[config.mk]
export PLATFORM = sky130hd
export DESIGN_NAME = bldc_commutation_ctrl
export DESIGN_NICKNAME = d
export VERILOG_FILES = /design/src/rtl/bldc_commutation_ctrl.sv
export SDC_FILE = /design/constraint.sdc
export NUM_CORES = 1
export LEC_CHECK = 0
export ABC_AREA = 1
export BUFFER_PORTS_ARGS = -buffer_cell sky130_fd_sc_hd__buf_2
export CAP_MARGIN = 20
export CORE_MARGIN = 1.5
export CORE_UTILIZATION = 55
export CTS_CLUSTER_SIZE = 28
export DETAILED_ROUTE_END_ITERATION = 7
export PLACE_DENSITY = 0.89
export SYNTH_ARGS = -nofsm -noshare
export SYNTH_HDL_FRONTEND = slang
export SYNTH_SLANG_ARGS = --single-unit
[constraint.sdc]
create_clock -name clk -period 2 [get_ports clk]
set_input_delay 0.1 -clock clk [delete_from_list [all_inputs] [get_ports clk]]
set_output_delay 0.1 -clock clk [all_outputs]
set_load 0.05 [all_outputs]
[src/rtl/bldc_commutation_ctrl.sv]
// bldc_commutation_ctrl: hall-sensed six-step BLDC commutation.
// Hall path: 2-flop sync -> debounce -> accepted hall state.
// FSM (IDLE/DEAD/RUN/FAULT) inserts dead time on every commutation.
// It also PWMs the high side and latches hall faults.
// Optional build macro STALL_DETECT_EN adds a stall timeout (fault code 11).
module bldc_commutation_ctrl #(
  parameter int PWM_W        = 9,
  parameter int DEBOUNCE     = 4,
  parameter int DEAD_CYCLES  = 8,
  parameter int STALL_CYCLES = 1 << 20
) (
  input  logic             clk,
  input  logic             rst_n,
  input  logic [2:0]       hall,
  input  logic             enable,
  input  logic             dir,
  input  logic [PWM_W-1:0] duty,
  output logic [2:0]       phase_hi,
  output logic [2:0]       phase_lo,
  output logic             fault,
  output logic [1:0]       fault_code,
  output logic [2:0]       hall_state,
  output logic [15:0]      edge_count
);

  localparam int DB_W = $clog2(DEBOUNCE + 1) + 1;
  localparam int DC_W = $clog2(DEAD_CYCLES + 1) + 1;

  typedef enum logic [1:0] {IDLE, DEAD, RUN, FLT} state_t;

  function automatic logic hall_ok(input logic [2:0] h);
    return (h != 3'b000) && (h != 3'b111);
  endfunction

  // successor of h in forward rotation
  function automatic logic [2:0] fwd_next(input logic [2:0] h);
    case (h)
      3'b101:  return 3'b100;
      3'b100:  return 3'b110;
      3'b110:  return 3'b010;
      3'b010:  return 3'b011;
      3'b011:  return 3'b001;
      3'b001:  return 3'b101;
      default: return 3'b000;
    endcase
  endfunction

  function automatic logic adjacent(input logic [2:0] a, input logic [2:0] b);
    return hall_ok(a) && hall_ok(b) && ((fwd_next(a) == b) || (fwd_next(b) == a));
  endfunction

  // forward drive table, {hi, lo}, phases ordered {A,B,C}
  function automatic logic [5:0] drive_fwd(input logic [2:0] h);
    case (h)
      3'b101:  return {3'b100, 3'b010};
      3'b100:  return {3'b100, 3'b001};
      3'b110:  return {3'b010, 3'b001};
      3'b010:  return {3'b010, 3'b100};
      3'b011:  return {3'b001, 3'b100};
      3'b001:  return {3'b001, 3'b010};
      default: return 6'b000000;
    endcase
  endfunction

  state_t state, next_state;

  logic [1:0][2:0]  hall_sync;
  logic [2:0]       hall_s, hall_last, hall_next;
  logic [DB_W-1:0]  stable_cnt, run_len;
  logic             acc, adj_edge, bad_inv, bad_jump, stall_hit;
  logic [DC_W-1:0]  dead_cnt;
  logic             dead_load, run_load, fault_set;
  logic [1:0]       code_n;
  logic [2:0]       drive_hi, drive_lo;
  logic             run_dir;
  logic [PWM_W-1:0] pwm_cnt;
  logic [5:0]       tbl;

  assign hall_s = hall_sync[1];

  // two-flop synchroniser for the asynchronous hall pins
  always_ff @(posedge clk or negedge rst_n) begin
    if (!rst_n) hall_sync <= '0;
    else        hall_sync <= {hall_sync[0], hall};
  end

  // run length of the current synced value including this cycle, saturated
  always_comb begin
    run_len = DB_W'(1);
    if (hall_s == hall_last)
      run_len = (stable_cnt >= DB_W'(DEBOUNCE)) ? DB_W'(DEBOUNCE) : stable_cnt + 1'b1;
  end

  assign acc       = (run_len >= DB_W'(DEBOUNCE)) && (hall_s != hall_state);
  assign hall_next = acc ? hall_s : hall_state;
  assign adj_edge  = acc && adjacent(hall_state, hall_s);
  assign bad_inv   = acc && !hall_ok(hall_s);
  assign bad_jump  = acc && hall_ok(hall_s) && hall_ok(hall_state) && !adjacent(hall_state, hall_s);

  // debounce tracking and accepted hall state
  always_ff @(posedge clk or negedge rst_n) begin
    if (!rst_n) begin
      hall_last  <= '0;
      stable_cnt <= '0;
      hall_state <= '0;
    end else begin
      hall_last  <= hall_s;
      stable_cnt <= run_len;
      hall_state <= hall_next;
    end
  end

`ifdef STALL_DETECT_EN
  localparam int SW = $clog2(STALL_CYCLES + 1) + 1;
  logic [SW-1:0] stall_cnt;
  logic          stall_act;

  assign stall_act = ((state == RUN) || (state == DEAD)) && (duty != '0);
  assign stall_hit = stall_act && !acc && (stall_cnt >= SW'(STALL_CYCLES - 1));

  // stall timer: runs while driving with nonzero duty, cleared by any accepted edge
  always_ff @(posedge clk or negedge rst_n) begin
    if (!rst_n)                                stall_cnt <= '0;
    else if ((state == IDLE) || (state == FLT) || acc) stall_cnt <= '0;
    else if (stall_act)                        stall_cnt <= stall_cnt + 1'b1;
  end
`else
  // no stall timer in this build; the timeout parameter has no effect
  assign stall_hit = (STALL_CYCLES < 0);
`endif

  // state register
  always_ff @(posedge clk or negedge rst_n) begin
    if (!rst_n) state <= IDLE;
    else        state <= next_state;
  end

  // next-state logic; fault causes ranked invalid > illegal jump > stall
  always_comb begin
    next_state = state;
    dead_load  = 1'b0;
    run_load   = 1'b0;
    fault_set  = 1'b0;
    code_n     = 2'b00;
    if (bad_inv)        code_n = 2'b01;
    else if (bad_jump)  code_n = 2'b10;
    else if (stall_hit) code_n = 2'b11;
    case (state)
      IDLE: begin
        if (enable) begin
          if (bad_inv || bad_jump) begin
            next_state = FLT;
            fault_set  = 1'b1;
          end else if (hall_ok(hall_next)) begin
            next_state = DEAD;
            dead_load  = 1'b1;
          end
        end
      end
      DEAD: begin
        if (!enable) next_state = IDLE;
        else if (bad_inv || bad_jump || stall_hit) begin
          next_state = FLT;
          fault_set  = 1'b1;
        end else if (dead_cnt == '0) begin
          next_state = RUN;
          run_load   = 1'b1;
        end
      end
      RUN: begin
        if (!enable) next_state = IDLE;
        else if (bad_inv || bad_jump || stall_hit) begin
          next_state = FLT;
          fault_set  = 1'b1;
        end else if (adj_edge || (dir != run_dir)) begin
          next_state = DEAD;
          dead_load  = 1'b1;
        end
      end
      FLT: begin
        if (!enable) next_state = IDLE;
      end
      default: next_state = IDLE;
    endcase
  end

  // dead-time counter
  always_ff @(posedge clk or negedge rst_n) begin
    if (!rst_n)                                  dead_cnt <= '0;
    else if (dead_load)                          dead_cnt <= DC_W'(DEAD_CYCLES - 1);
    else if ((state == DEAD) && (dead_cnt != '0)) dead_cnt <= dead_cnt - 1'b1;
  end

  // drive pattern latched on entry to RUN so a dir change cannot glitch the gates
  assign tbl = drive_fwd(hall_next);

  always_ff @(posedge clk or negedge rst_n) begin
    if (!rst_n) begin
      drive_hi <= '0;
      drive_lo <= '0;
      run_dir  <= 1'b0;
    end else if (run_load) begin
      drive_hi <= dir ? tbl[2:0] : tbl[5:3];
      drive_lo <= dir ? tbl[5:3] : tbl[2:0];
      run_dir  <= dir;
    end
  end

  // fault latch: first cause holds until enable drops
  always_ff @(posedge clk or negedge rst_n) begin
    if (!rst_n) begin
      fault      <= 1'b0;
      fault_code <= 2'b00;
    end else if (fault_set) begin
      fault      <= 1'b1;
      fault_code <= code_n;
    end else if ((state == FLT) && (next_state == IDLE)) begin
      fault      <= 1'b0;
      fault_code <= 2'b00;
    end
  end

  // accepted adjacent transitions, counted unless faulted
  always_ff @(posedge clk or negedge rst_n) begin
    if (!rst_n)                       edge_count <= '0;
    else if (adj_edge && (state != FLT)) edge_count <= edge_count + 16'd1;
  end

  // free-running PWM counter
  always_ff @(posedge clk or negedge rst_n) begin
    if (!rst_n) pwm_cnt <= '0;
    else        pwm_cnt <= pwm_cnt + 1'b1;
  end

  // gates are live only in RUN; reset forces them off asynchronously via state
  always_comb begin
    phase_hi = 3'b000;
    phase_lo = 3'b000;
    if (state == RUN) begin
      phase_hi = drive_hi & {3{pwm_cnt < duty}};
      phase_lo = drive_lo;
    end
  end

endmodule

# Word-level counts from Yosys, hierarchy flattened
# Index checks and enable logic that the tools add are counted.
totals:
  regBits: 58
  inputBits: 16
  output_inout_bits: 28
  elab_cells: 124
op_classes:
  n_addsub: 4
  magnitude_cmp: 3
  eq_ne: 30
  muxes: 43
  bitwise_logic: 1
  n_reduce_logical: 29
ops:
  columns: ["cell", "count"]
  rows:
  - ["one-hot mux 3 bit (6 select lines)", 2]
  - ["one-hot mux 6 bit (6 select lines)", 1]
  - ["two-way mux 2 bit", 14]
  - ["equality test 3 bit, second input constant", 9]
  - ["equality test 3 x 2 -> 1 bit, second input constant", 6]
  - ["adder 16 x 1 -> 16 bit, second input constant", 1]
  - ["two-way mux 1 bit", 15]
  - ["two-way mux 3 bit", 5]
  - ["logical AND 1 bit", 14]
  - ["two-way mux 5 bit", 2]
  - ["adder 9 x 1 -> 9 bit, second input constant", 1]
  - ["equality test 3 x 1 -> 1 bit, second input constant", 3]
  - ["equality test 3 bit", 3]
  - ["less-than comparator 9 bit", 1]
  - ["inequality test 3 bit, second input constant", 3]
  - ["nonzero test 3 bit", 3]
  - ["greater-or-equal comparator 4 x 3 -> 1 bit, second input constant", 2]
  - ["two-way mux 4 bit", 2]
  - ["one-hot mux 2 bit (4 select lines)", 1]
  - ["zero test 5 bit", 1]
  - ["nonzero test 5 bit", 1]
  - ["subtractor 5 x 1 -> 5 bit, second input constant", 1]
  - ["adder 4 x 1 -> 4 bit, second input constant", 1]
  - ["equality test 2 bit, second input constant", 2]
  - ["11 further kinds", 16]

# Longest topological paths before layout
# Gate-level depths: netlist (run 1).
logic_depth:
  word_depth: 16
  ltp_mapped: 16
  ltp_nobuf: 15

# Worst setup path before layout (run 1)
# Ideal clock, no wire load.
synth_timing:
  path_type: "register -> output"
  startpoint: "register pwm_cnt[4]"
  endpoint: "output port phase_hi[1]"
  arrival_ns: 2.153
  required_ns: 1.900
  slack_ns: -0.253
  path_stages_with_launch: 7
  path_buffers: 0
  cell_sequence: "dfrtp_1 -> ha_1 -> a21oi_1 -> o21ai_0 -> nand2_1 -> o2111ai_1 -> nor3_1"
synth_between:
  elab_chain_len: 3
synth_lines:
  columns: ["element", "line_no", "text"]
  rows:
  - ["start: declaration", "76", "logic [PWM_W-1:0] pwm_cnt;"]
  - ["start signal: assignment", "232", "else pwm_cnt <= pwm_cnt + 1'b1;"]
  - ["less-than comparator 9 bit", "240", "phase_hi = drive_hi & {3{pwm_cnt < duty}};"]
  - ["AND 3 bit", "240", null]
  - ["two-way mux 3 bit", "239", "if (state == RUN) begin"]
  - ["end: declaration", "18", "output logic [2:0] phase_hi,"]
# No other way between the ends.

# Worst setup path in the final report (run 1)
layout_timing:
  startpoint: "register pwm_cnt[2]"
  endpoint: "output port phase_hi[1]"
# The elaborated chain is that of the path after synthesis.

==> run metrics, run 1 <==
clk buf depth=2; Sw Pwr=1.279 mW; port buffer count=43; share of cells above drive strength 1=23.46%; Power per Cell Area=841.0 mW/mm^2; mux contribution to synthesized area=0%; All-Layer GR Usage=between 20% and 30%; Leak=2.203 nW; GPL Wtd Cong=0.9272; CTS Buf Count=9; Vias=around 3,100; largest area contributor in the netlist=dfrtp_1; First-pass DRT Iterations=6; CP Launch Type=register; chip height=81.08 microns; Pins Over Slew Limit=0; Tightest Hold Check Type=input pin to register; worst skew pair latency=340 ps; synth warn=0; RSZ-0062 raised after global routing=true; Syn Area/Cell=7.604 sq um; Total Wirelength=7526 microns; Clock Sinks=58; status=complete, no violations; Adder-Cell Fraction of Synth Area=4.478%; Cell Count, Final, Fillers Out=around 600; core footprint=0.005921 sq mm; Util after Layout=69.97%; WL met2=3754 microns; final hold viol count=0; post-synthesis compound-gate area fraction=4.030%; I/O pins=44; # Max-Cap Violations=0; clock power share=28.0%; Detail Placement HPWL=5303 microns; Antenna Nets Post-Route=0; total design power=approximately 3.5 mW; Ant. Diodes=0; WS Path Type=register to primary output; VDD IR max=0.4350 mV; Seq pwr share=40.6%; first-pass GRT wire length=12,340 microns; row cnt=28; most frequent cells in the layout=nand2_1 (146), inv_1 (54), dfrtp_1 (54), buf_2 (40), nor2_1 (39); Mapped Cells=441; Final setup viols=0; WP data required=1900 ps; area grow syn2layout=23.54%; f_max=514.5 MHz; CP endpoint kind=primary output; most common cell after layout, fill and taps aside=nand2_1; wire per inst=~13 microns; worst slew pin tran=707.5 ps; Worst Path Arrival=about 1800 ps; wl on met1=3210 microns; # DRC=0; Crit Path Max Fanout=3; pin count of the biggest net entering global routing=59; Post-Synth XOR/XNOR Area=7.052%; Initial Util=56.64%; met3 wire len=approximately 380 microns; Root Buffer=clkbuf_8; H-tree levels=3; placed cell count=562; initial antenna violation count=0; Net Count, Synth=about 470; Slew headroom=52.83%; die outline area=between 0.006 and 0.007 sq mm; Overflow after GRT=0; max layer used=met4; dominant cells by area after synthesis=dfrtp_1 (43%), nand2_1 (17%), inv_1 (6.2%); Die Wd=81.08 microns; DRT iter0 DRCs=roughly 250; post-synthesis sequential area ratio=43.28%; crit path time final=1943 ps; Clock transition at path regs=roughly 60 ps; post-synth cell types=32; number of global-route vias before repair=2,926; fin nets=approximately 540; largest family of logic cells by synthesized area=simple AND/OR/NAND/NOR gates; post-synth top area share=a little over two fifths; vias per cell=slightly above 5; Post-Route Skew=approximately 5.9 ps; CTS tree=done; Int Pwr=2.205 mW; Fin Hold WS=123.2 ps; #FFs+latches synth=58; final period utilization=97.17%; logic gate share of total power=31.4%; synthesized area=0.003353 sq mm; switching part of the total=a little under two fifths; simple-gate share of the synthesized area=33.21%
## worst max-delay path, cell delays in order (launching register included)
cell	delay, ps
dfrtp_1	400
ha_4	230
a21oi_2	120
o21ai_1	80
nand2_1	100
o2111ai_4	150
nor3_2	230
buf_6	180
## sequential cells by signal, indices dropped and copies added, names as in the netlist
register    count
fault           1
drive_hi        3
fault_code      2
hall_state      3
edge_count     16
drive_lo        3
hall_last       3
hall_s          3
pwm_cnt         9
dead_cnt        5
stable_cnt      4
hall_sync       3
run_dir         1
state           2
## Yosys cell counts (all sizes together)
cell type	number
nor3	9
nor4	1
dfrtp	58
nand4	10
nand3	32
a21oi	5
nand2	156
conb	1
ha	12
nor2	44
o311ai	1
o21ai	17
inv	60
xnor2	15
o21bai	1
xor2	12
clkinv	1
o2111ai	1
clkbuf	1
buf	4
## metal layers
layer  vias up  track usage (%)
li1       1522                -
met1      1407            30.01
met5         -                0
met3        22            5.393
met4         0            10.52
met2       108            41.58
## stage by stage
stage	setup TNS [ps]	setup slack [ps]	instance area, sq um
final	0	56.54	4143
after global placement	0	110.0	3690
after CTS	0	0.4761	3960
after detailed placement	0	26.89	3690
after floorplan	-506.6	-253.3	3353
after global routing	-102.4	-54.49	4143
## cell type report
cell class	count	area (sq um)
sequential	58	1456
tap	75	93.84
timing repair buffer	68	431.7
clock inverter	2	10.01
clock buffer	14	172.7
multi-input combinational	317	1742
inverter	61	236.5
fill	446	1778
## path summary, 6_finish.rpt
check / startpoint / to / slack, ps / cells past startpoint
max: pwm_cnt[2] / phase_hi[1] / 60 / 7
min: enable / state[0] / 120 / 3
max reg2reg: hall_s[2] / edge_count[7] / 60 / 11
min reg2reg: hall_sync[2] / hall_s[2] / 350 / 0
max in group asynchronous: rst_n / hall_state[0] / 1050 / 3
min in group asynchronous: rst_n / dead_cnt[2] / 430 / 3
## cells by family after synthesis
family | after synthesis
AND/OR/NAND/NOR | 252
buffers and inverters | 66
flip-flops | 58
XOR/XNOR | 27
AO/OA/AOI/OAI | 25
adder cells (fa/ha/maj) | 12
other | 1
## power by group through the flow
stage / combinational, mW / clock, mW / sequential (mW)
floorplan: 0.605 / 0 / 1.56
global placement: 0.971 / 0 / 1.42
detailed placement: 1.01 / 0 / 1.43
CTS: 1.03 / 0.989 / 1.41
global route: 1.22 / 1.06 / 1.43
finish: 1.09 / 0.976 / 1.42
## repair_timing
item / in CTS / in global routing
setup buffers: 3 / 10
hold buffers: 4 / 0
pin swaps: 3 / 9
endpoints found under the setup margin: 4 / 20
hold endpoints to repair: 61 / 0
gates resized for setup: 8 / 25
Power figures use the tool's default switching activity.
==> run 2: changes to the inputs <==
--- a/config.mk
+++ b/config.mk
@@ -7,7 +7,7 @@
 export LEC_CHECK = 0
 export ABC_AREA = 1
 export BUFFER_PORTS_ARGS = -buffer_cell sky130_fd_sc_hd__buf_2
-export CAP_MARGIN = 20
+export CORE_ASPECT_RATIO = 2
 export CORE_MARGIN = 1.5
 export CORE_UTILIZATION = 55
 export CTS_CLUSTER_SIZE = 28
==> run 2 against run 1 <==
  * The flow now finishes with violations (DRC, setup timing)
  * Critical path depth stayed put
  * Cell area up 2.4%
  * Non-clock buffer count is 3 lower
  * Final cell count decreased by 2.5%
  * Die area rose by 0.43%
  * Power up 20%
  * Sequential share of layout area is 0.83 points lower
  * Register-to-register slack gained 50 ps
==> run metrics, run 2 (synthesized netlist as in run 1, its figures left out) <==
Detail Placement HPWL=~6000 microns; die outline area=between 0.006 and 0.007 sq mm; share of cells above drive strength 1=23.79%; final period utilization=102.4%; most common cell after layout, fill and taps aside=nand2_1; final hold viol count=0; Clock transition at path regs=50 ps; initial antenna violation count=0; worst r2r src=hall_s[1]; port buffer count=43; Util after Layout=a little over 70%; Slew headroom=between 50% and 60%; Overflow after GRT=0; failing checks=DRC, setup timing; CP endpoint kind=primary output; CTS Buf Count=9; Worst Setup SP=pwm_cnt[4]; CP Launch Type=register; Vias=3,114; status=finished with violations; number of global-route vias before repair=3,111; logic gate share of total power=26.9%; Root Buffer=clkbuf_16; switching part of the total=34.25%; DRT iter0 DRCs=between 150 and 200; filler instances=444; Seq pwr share=33.8%; All-Layer GR Usage=27.82%; VDD IR max=0.6296 mV; Clock Sinks=58; first-pass GRT wire length=13,820 microns; Post-Route Skew=9.089 ps; Post-Place Setup Slack=about 43 ps; Reg with most FFs=edge_count; max FFs per register=16; Final WS setup=-48.60 ps; row cnt=40; Final setup viols=2; Crit Path Max Fanout=3; chip height=113.4 microns; I/O pins=between 40 and 50; H-tree levels=3; Initial Util=56.30%; min-delay src=enable; core footprint=0.005956 sq mm; WS Path Type=register to primary output; Worst Path Arrival=just under 2000 ps; crit path time final=between 2000 and 2500 ps; First-pass DRT Iterations=6; Sw Pwr=1.431 mW; fin nets=between 500 and 600; wire per inst=14.80 microns; Leak=around 2.3 nW; Antenna Nets Post-Route=0; CTS tree=done; Tightest Hold Check Type=input pin to register; Pins Over Slew Limit=0; Power per Cell Area=984.7 mW/mm^2; area grow syn2layout=26.53%; Ant. Diodes=0; clk buf depth=2; f_max=488.1 MHz; # Max-Cap Violations=0; most frequent cells in the layout=nand2_1 (142), inv_1 (54), dfrtp_1 (54), buf_2 (41), nor2_1 (34); # DRC=1; clock power share=about two fifths; Total Wirelength=around 8600 microns; Largest regs=edge_count: 16 flops, pwm_cnt: 9 flops, dead_cnt: 5 flops; worst slew pin tran=739.5 ps; Die Wd=58.21 microns; worst skew pair latency=340 ps; WP data required=roughly 1900 ps; Int Pwr=2.747 mW; GPL Wtd Cong=0.9377; vias per cell=5.369; pin count of the biggest net entering global routing=59
-- run 2: layer usage --
metal | up-vias | share of wire [%] | track usage (%)
met5 | - | 0 | 0
met4 | 0 | 3.7 | 15.66
met3 | 30 | 3.1 | 5.329
met2 | 63 | 57 | 50.45
met1 | 1501 | 36 | 28.67
li1 | 1520 | - | -
-- run 2: area by class of cell --
class / count / area [sq um] / area share, %
Timing Repair Buffer: 65 / 419.2 / 9.879
Inverter: 61 / 235.2 / 5.544
Clock buffer: 11 / 232.7 / 5.485
Multi-Input combinational cell: 317 / 1742 / 41.05
Tap cell: 63 / 78.83 / 1.858
Sequential cell: 58 / 1456 / 34.33
Clock inverter: 5 / 78.83 / 1.858
-- run 2: final timing paths --
| kind | end | slack [ps] | depth (start not counted) |
|---|---|---|---|
| hold / removal | state[0] | 120 | 3 |
| setup reg to reg | drive_lo[2] | 110 | 12 |
| setup / recovery | phase_hi[2] | -50 | 7 |
| hold reg to reg | hall_s[0] | 360 | 0 |
| min in group asynchronous | fault_code[1] | 440 | 3 |
| max in group asynchronous | hall_s[0] | 1010 | 3 |
-- run 2: stage by stage --
| stage | total power [mW] | hold WS, ps | cells | instance area (sq um) | TNS, ps |
|---|---|---|---|---|---|
| 6_report | 4.178 | 118.3 | 580 | 4243 | -80.73 |
| 2_1_floorplan | 2.161 | -195.6 | 441 | 3353 | -506.6 |
| 4_1_cts | 4.115 | 116.3 | 572 | 4094 | 0 |
| 3_5_place_dp | 2.470 | 210.3 | 550 | 3687 | 0 |
| 5_1_grt | 4.363 | 134.7 | 580 | 4243 | -157.9 |
| 3_3_place_gp | 2.440 | 208.2 | 550 | 3687 | 0 |
-- run 2: critical path: stages (launching register included) --
cell and delay (ps):
dfrtp_2 420, ha_4 220, a21oi_1 150, o21ai_0 130
nand2_1 100, o2111ai_2 170, nor3_2 240, buf_6 180
-- run 2: timing repair --
item | 4_1_cts | 5_1_grt
hold endpoints to repair | 61 | 0
buffers inserted | 2 | 8
setup endpoints to repair | 4 | 26
resized for setup | 9 | 26
pin swaps | 1 | 4
hold buffers | 4 | 0
-- run 2: power by group through the flow --
| stage | sequential (mW) | combinational, mW | clock, mW |
|---|---|---|---|
| 2_1_floorplan | 1.56 | 0.605 | 0 |
| 3_3_place_gp | 1.41 | 1.03 | 0 |
| 3_5_place_dp | 1.42 | 1.05 | 0 |
| 4_1_cts | 1.40 | 1.08 | 1.63 |
| 5_1_grt | 1.42 | 1.25 | 1.69 |
| 6_report | 1.41 | 1.12 | 1.65 |
